==> config.mk <==
export PLATFORM = sky130hd
export DESIGN_NAME = fetch_unit
export DESIGN_NICKNAME = d
export VERILOG_FILES = /design/src/rtl/fetch_unit.sv
export SDC_FILE = /design/constraint.sdc
export NUM_CORES = 1
export LEC_CHECK = 0
export BUFFER_PORTS_ARGS = -buffer_cell sky130_fd_sc_hd__buf_2
export CAP_MARGIN = 20
export CORE_AREA = 4 4 143 179
export CTS_CLUSTER_SIZE = 30
export DETAILED_ROUTE_END_ITERATION = 7
export DIE_AREA = 0 0 147 183
export HOLD_SLACK_MARGIN = 0.03
export PLACE_DENSITY = 0.81
export REMOVE_ABC_BUFFERS = 1
export SLEW_MARGIN = 20
export SYNTH_ARGS = -nofsm -noshare
export SYNTH_HDL_FRONTEND = slang
export SYNTH_SLANG_ARGS = --single-unit
==> constraint.sdc <==
create_clock -name i_clk -period 3.6 [get_ports i_clk]
set_input_delay 0.18 -clock i_clk [delete_from_list [all_inputs] [get_ports i_clk]]
set_output_delay 0.18 -clock i_clk [all_outputs]
set_load 0.02 [all_outputs]
==> src/rtl/fetch_unit.sv <==
// fetch_unit: fetch stage with credit-limited in-order memory requests, a response FIFO to decode,
// and redirect flushes that discard stale in-flight responses.
module fetch_unit #(
    parameter int                 N_param  = 32,
    parameter logic [N_param-1:0] RESET_PC = '0,
    parameter int                 DEPTH    = 4
) (
    input  logic               i_clk,
    input  logic               i_rst,
    output logic               imem_req_o,
    output logic [N_param-1:0] imem_addr_o,
    input  logic               imem_ready_i,
    input  logic               imem_rsp_valid_i,
    input  logic [N_param-1:0] imem_rsp_data_i,
    input  logic               i_redirect,
    input  logic [N_param-1:0] i_redirect_pc,
    output logic               valid_o,
    input  logic               ready_i,
    output logic [N_param-1:0] instruction_o,
    output logic [N_param-1:0] pc_o,
    output logic               err_o
);
    localparam int                 AW    = $clog2(DEPTH);
    localparam int                 CW    = AW + 1;
    localparam logic [N_param-1:0] NOP   = N_param'(32'h0000_0013);
    localparam logic [N_param-1:0] STEP  = N_param'(4);
    localparam logic [CW:0]        LIMIT = (CW+1)'(DEPTH);

    logic [N_param-1:0] fetch_pc, rsp_pc, target;
    logic [CW-1:0]      count, outstanding, drop, in_flight_after;
    logic [AW-1:0]      rd_ptr, wr_ptr;
    logic               err, accept, has_rsp, unsolicited, push, pop, empty;
    logic [N_param-1:0] pc_mem  [DEPTH];
    logic [N_param-1:0] ins_mem [DEPTH];

    assign empty       = (count == '0);
    assign imem_req_o  = !i_rst && !i_redirect && (({1'b0, count} + {1'b0, outstanding}) < LIMIT);
    assign imem_addr_o = fetch_pc;
    assign accept      = imem_req_o && imem_ready_i;
    assign has_rsp     = imem_rsp_valid_i && (outstanding != '0);
    assign unsolicited = imem_rsp_valid_i && (outstanding == '0);
    // A response arriving in a redirect cycle is stale too, so it never reaches the FIFO.
    assign push        = has_rsp && (drop == '0) && !i_redirect;
    assign valid_o     = !empty && !i_redirect;
    assign pop         = valid_o && ready_i;
    assign instruction_o = empty ? NOP : ins_mem[rd_ptr];
    assign pc_o        = empty ? rsp_pc : pc_mem[rd_ptr];
    assign err_o       = err;
    assign target      = i_redirect_pc & {{(N_param-2){1'b1}}, 2'b00};
    assign in_flight_after = outstanding - CW'(has_rsp);

    always_ff @(posedge i_clk) begin
        if (i_rst) begin
            fetch_pc    <= RESET_PC;
            rsp_pc      <= RESET_PC;
            count       <= '0;
            outstanding <= '0;
            drop        <= '0;
            err         <= 1'b0;
            rd_ptr      <= '0;
            wr_ptr      <= '0;
        end else begin
            if (unsolicited) err <= 1'b1;
            if (i_redirect) begin
                count       <= '0;
                rd_ptr      <= '0;
                wr_ptr      <= '0;
                fetch_pc    <= target;
                rsp_pc      <= target;
                outstanding <= in_flight_after;
                drop        <= in_flight_after;
            end else begin
                if (accept) fetch_pc <= fetch_pc + STEP;
                outstanding <= outstanding + CW'(accept) - CW'(has_rsp);
                if (has_rsp && drop != '0) drop <= drop - CW'(1);
                if (push) begin
                    wr_ptr <= wr_ptr + AW'(1);
                    rsp_pc <= rsp_pc + STEP;
                end
                if (pop) rd_ptr <= rd_ptr + AW'(1);
                count <= count + CW'(push) - CW'(pop);
            end
        end
    end

    always_ff @(posedge i_clk) begin
        if (push) begin
            pc_mem[wr_ptr]  <= rsp_pc;
            ins_mem[wr_ptr] <= imem_rsp_data_i;
        end
    end
endmodule

# Word-level counts from Yosys, hierarchy flattened
# Memories as Yosys holds them, arrays and structs flattened. A register that Yosys moved wholly into a read port is not among the register bits.
# Index checks and enable logic that the tools add are counted.
# word_totals
register_bits	78
mem_bits_rw	256
input_bits	70
word_cells	61
memories	2
# op_classes
n_addsub	11
order_cmp	1
muxes	15
n_reduce_logical	22
# memory_table
name	depth	word_bits	read_ports	rd_ports_with_merged_regs	write_ports	line	source
ins_mem	4	32	1	1	1	34	logic [N_param-1:0] ins_mem [DEPTH];
pc_mem	4	32	1	1	1	33	logic [N_param-1:0] pc_mem [DEPTH];
# ops
op	n
32-bit 2-to-1 mux	6
32-bit by 3-bit adder with 32-bit output, second input constant	2
1-bit logical AND	10
3-bit logical NOT	3
3-bit 2-to-1 mux	3
3-bit by 1-bit subtractor with 3-bit output	3
2-bit 2-to-1 mux	4
3-bit by 1-bit adder with 3-bit output	2
2-bit nonzero test	3
3-bit nonzero test	2
2-bit by 1-bit adder with 2-bit output, second input constant	2
3-bit by 3-bit adder with 4-bit output	1
4-bit by 3-bit less-than comparator with 1-bit output, second input constant	1
1-bit logical NOT	3
3-bit by 1-bit subtractor with 3-bit output, second input constant	1
1-bit 2-to-1 mux	2
2-bit OR reduction	1

# Logic depth before layout (Yosys ltp)
# logic_depth
ltp_word	7
mapped_depth	14
mapped_depth_nobuf	13

# Worst setup path after synthesis
# No wires, ideal clock.
# synth_path
path_type	register -> register
start	reg drop[0]
end	mem ins_mem[0][0], enable pin
arrival_ns	2.911
required_ns	3.173
path_slack_ns	0.263
stages_incl_launch_ff	8
n_path_buf	1
synth_period_minus_slack_ns	3.337
cell_sequence	dfxtp_1 > inv_1 > ha_1 > nand2b_1 > or3b_2 > clkbuf_1 > nor2_1 > and2_1
# synth_via
elab_chain_cells	5
# synth_rtl
item	line	source
from (decl)	30	logic [CW-1:0] count, outstanding, drop, in_flight_after;
from (signal assigned)	71	drop <= in_flight_after;
from (signal assigned)	75	if (has_rsp && drop != '0) drop <= drop - CW'(1);
3-bit logical NOT	43	assign push = has_rsp && (drop == '0) && !i_redirect;
1-bit logical AND (2 in series)	43	
1-bit 2-to-1 mux	87	if (push) begin
1-bit 2-to-1 mux (not written as such)	89	ins_mem[wr_ptr] <= imem_rsp_data_i;
to (decl)	34	
# Every way passes these cells.

# Worst setup path after layout
# layout_path
start	reg outstanding[2]
end	reg outstanding[2]
# layout_via
elab_chain_cells	7
elab_cells_between_ends	10
# layout_rtl
item	line	source
from (decl)	30	
from (signal assigned)	70	outstanding <= in_flight_after;
from (signal assigned)	74	outstanding <= outstanding + CW'(accept) - CW'(has_rsp);
3-bit by 3-bit adder with 4-bit output	37	assign imem_req_o = !i_rst && !i_redirect && (({1'b0, count} + {1'b0, outstanding}) < LIMIT);
4-bit by 3-bit less-than comparator with 1-bit output	37	
1-bit logical AND	37	
1-bit logical AND	39	assign accept = imem_req_o && imem_ready_i;
3-bit by 1-bit adder with 3-bit output	74	
3-bit by 1-bit subtractor with 3-bit output	74	
3-bit 2-to-1 mux *	64	if (i_redirect) begin
# Every way passes the cells marked *; elsewhere a longest branch is shown, timed or not.
# A chain may end at the register's enable or synchronous reset.

==> flow_summary.json <==
{
  "switching_share_pct": 24.4,
  "synth_cells": 907,
  "drt_iter0_markers": 717,
  "port_buffers": 162,
  "yosysSeqAreaShare_pct": 65.4,
  "dp_hpwl_um": 18200,
  "die_area_mm2": 0.0269,
  "num_antenna_cells": 0,
  "num_rows": 63,
  "p_int_mw": 6.41,
  "drv_slew": 0,
  "reg2reg_from": "outstanding[2]$_SDFF_PP0_",
  "core_area_mm2": 0.0237,
  "syn_to_final_growth_pct": 20.0,
  "synthFlopType": "edfxtp_1",
  "clkTransAtPathRegs_ns": 0.06,
  "ys_ff_latch": 324,
  "synthTopCellsByArea": "edfxtp_1 (54%), dfxtp_1 (11%), mux4_2 (10%)",
  "drive_above_1_share_pct": 28.9,
  "whs_ns": 0.0348,
  "async_flop_share_pct": 0,
  "num-nets-final": 1214,
  "crit_path_start_kind": "register",
  "drc": 0,
  "min-delay-start": "i_redirect_pc[13]",
  "rsz0062_at_grt": "false",
  "pin_count": 169,
  "crit_path_frequent_cell": "ha_1",
  "cp-startpoint": "outstanding[2]$_SDFF_PP0_",
  "synth_top_area_share_pct": 54.3,
  "synth_edf_count": 248,
  "arrival_ns": 3.57,
  "critPathSlowestCell": "or4b_4",
  "start_util_pct": 57.8,
  "clock_latency_ns": 0.55,
  "crit_family": "adder cells",
  "routabilityCongestion": 0.851,
  "cp_max_fo": 17,
  "r2r_slack_ns": 0.44,
  "antenna_found_initial": 0,
  "synth_area_mm2": 0.0137,
  "max_slew.worst_pin.slew_ns": 1.19,
  "max_slew_margin_pct": 20.0,
  "vias": 8546,
  "finalSetupViolations": 0,
  "hold_viol": 0,
  "cp_num_buf_inv": 2,
  "grt_pass1_wl_um": 47200,
  "status": "completed",
  "fmax_mhz": 316,
  "die_y_um": 183,
  "p_per_area_mw_per_mm2": 515,
  "dp_cells": 1362,
  "crit_chain": "ha_1 -> or4b_4 -> nor2_1 -> inv_2 -> ha_1 -> inv_1 -> ha_1 -> fa_1 -> xor2_1 -> o21ai_0 -> xnor2_1 -> nor2_1",
  "p_clk_share_pct": 35.7,
  "fin_skew_ns": 0.0108,
  "clock_path_buffers": 3,
  "cts_sinks": 324,
  "yosys_warnings": 0,
  "slowest_delay_ns": 0.51,
  "dr.pass1.iters": 5,
  "fin_crit_ns": 3.16,
  "post_cts_buffers": 0,
  "htreeDepth": 1,
  "grt_overflow": 0,
  "hold_path.class": "input port to register",
  "drt-wirelength-per-cell_um": 20.2,
  "drt-total-wl_um": 29800,
  "grt_pass1_vias": 8602,
  "final_cells": 1475,
  "synth_largest_area_cell": "edfxtp_1",
  "synthDistinctLibCells": 60,
  "power_switching_mw": 2.07,
  "required_ns": 4.01,
  "ant_nets": 0,
  "routed_via_density": 5.79,
  "die_x_um": 147,
  "leakagePower_nw": 5.83,
  "final_common_cell": "edfxtp_1",
  "layout_worst_path_cycle_share_pct": 87.8,
  "syn_area_per_cell_um2": 15.1,
  "drv_cap": 0,
  "grt_use_total_pct": 22.0,
  "worst-setup-path-type": "register to register",
  "power_mw": 8.48,
  "final_cell_mix": "edfxtp_1 (248), buf_2 (162), dfxtp_1 (74), mux4_2 (62), dlygate4sd3_1 (57)",
  "grt_max_degree": 64,
  "ir_worst_vdd_mv": 0.393,
  "cts_made_buffers": 30,
  "cts_tree": "yes",
  "combPwrFrac_pct": 12.8,
  "end_kind": "register",
  "p_seq_share_pct": 51.5,
  "cts_root_buf": "clkbuf_16"
}
[cell type report]
type / instances / area [um^2]
Clock buffer: 39 / 836
Inverter: 23 / 86.3
Fill cell: 1570 / 7260
Tap cell: 325 / 407
Timing Repair Buffer: 231 / 1560
Multi-Input combinational cell: 516 / 4490
Sequential cell: 324 / 8970
Clock inverter: 17 / 115
[flip-flops by register name, indices dropped and copies added, names as in the netlist, named ones only]
| register | cells |
|---|---|
| count | 3 |
| drop | 3 |
| pc_mem | 120 |
| imem_addr_o | 30 |
| ins_mem | 128 |
| outstanding | 3 |
| rsp_pc | 30 |
| wr_ptr | 2 |
| rd_ptr | 2 |
| err_o | 1 |
[cells by family (layout without fill, tap and decap cells)]
kind of cell | count (synthesis) | in the layout | synth area share, %
xor gates and xnor gates | 44 | 44 | 2.81
AOI/OAI and AO/OA | 112 | 112 | 5.43
other | 1 | 4 | 0.0273
muxes | 97 | 97 | 13.0
DFF | 324 | 324 | 65.4
and+or+nand+nor | 241 | 241 | 9.51
adders and majority gates | 18 | 18 | 1.75
buffers and inverters | 70 | 310 | 2.09
[per-stage QoR]
step | TNS, ns | instance area [um^2] | util (%) | setup slack (ns)
6_report | 0 | 16500 | 69.4 | 0.439
3_3_place_gp | 0 | 14900 | 63.0 | 0.500
5_1_grt | 0 | 16500 | 69.4 | 0.238
4_1_cts | 0 | 16500 | 69.4 | 0.445
2_1_floorplan | -92.94 | 13500 | - | -2.36
3_5_place_dp | 0 | 14900 | 63.0 | 0.474
[cell usage after synthesis (all sizes together) (6+ instances only)]
library cell  instances
a211oi               10
nand3                23
nor2                 41
o21a                  7
nand4                21
xor2                 21
and4                  6
a21oi                27
o211ai                7
ha                   16
xnor2                23
nor2b                29
a31oi                10
mux4                 62
and3                 14
or3                   6
a21boi               13
nor4                  9
dfxtp                76
nor3                  9
inv                  23
clkbuf               32
nand2                49
o21ai                16
edfxtp              248
and2                 13
mux2                 31
buf                  15
[worst paths after layout]
| path | end | cells after the start |
|---|---|---|
| setup / recovery | outstanding[2]$_SDFF_PP0_ | 12 |
| hold / removal | rsp_pc[13]$_SDFFE_PP0P_ | 3 |
| setup reg to reg | outstanding[2]$_SDFF_PP0_ | 12 |
| hold reg to reg | err_o$_SDFFE_PP0P_ | 2 |
[per-layer routing]
layer,routed length (um),global-route usage [%],vias up
met5,0,0,-
met4,842,6.56,0
met3,1640,2.72,53
met2,15000,37.3,303
met1,12300,30.4,4258
li1,-,-,3932
[what timing repair did]
action,4_1_cts,5_1_grt
hold endpoints to repair,171,0
hold buffers,57,0
gates resized for setup,0,0
[power groups by stage]
stage          clock [mW]  sequential [mW]  combinational, mW
3_5_place_dp            0             4.45               1.04
3_3_place_gp            0             4.43               1.02
4_1_cts              3.08             4.37               1.09
5_1_grt              3.24             4.39               1.19
2_1_floorplan           0             4.44              0.673
6_report             3.03             4.37               1.08
[worst reg2reg max path, delay by kind of cell, from the launching register on]
kind / cells / cell delay [ns]
adders and majority gates: 4 / 1.17
AOI/OAI and AO/OA: 1 / 0.19
buffers and inverters: 2 / 0.21
xor gates and xnor gates: 2 / 0.28
DFF: 1 / 0.45
and+or+nand+nor: 3 / 0.73
Power figures use the tool's default switching activity.
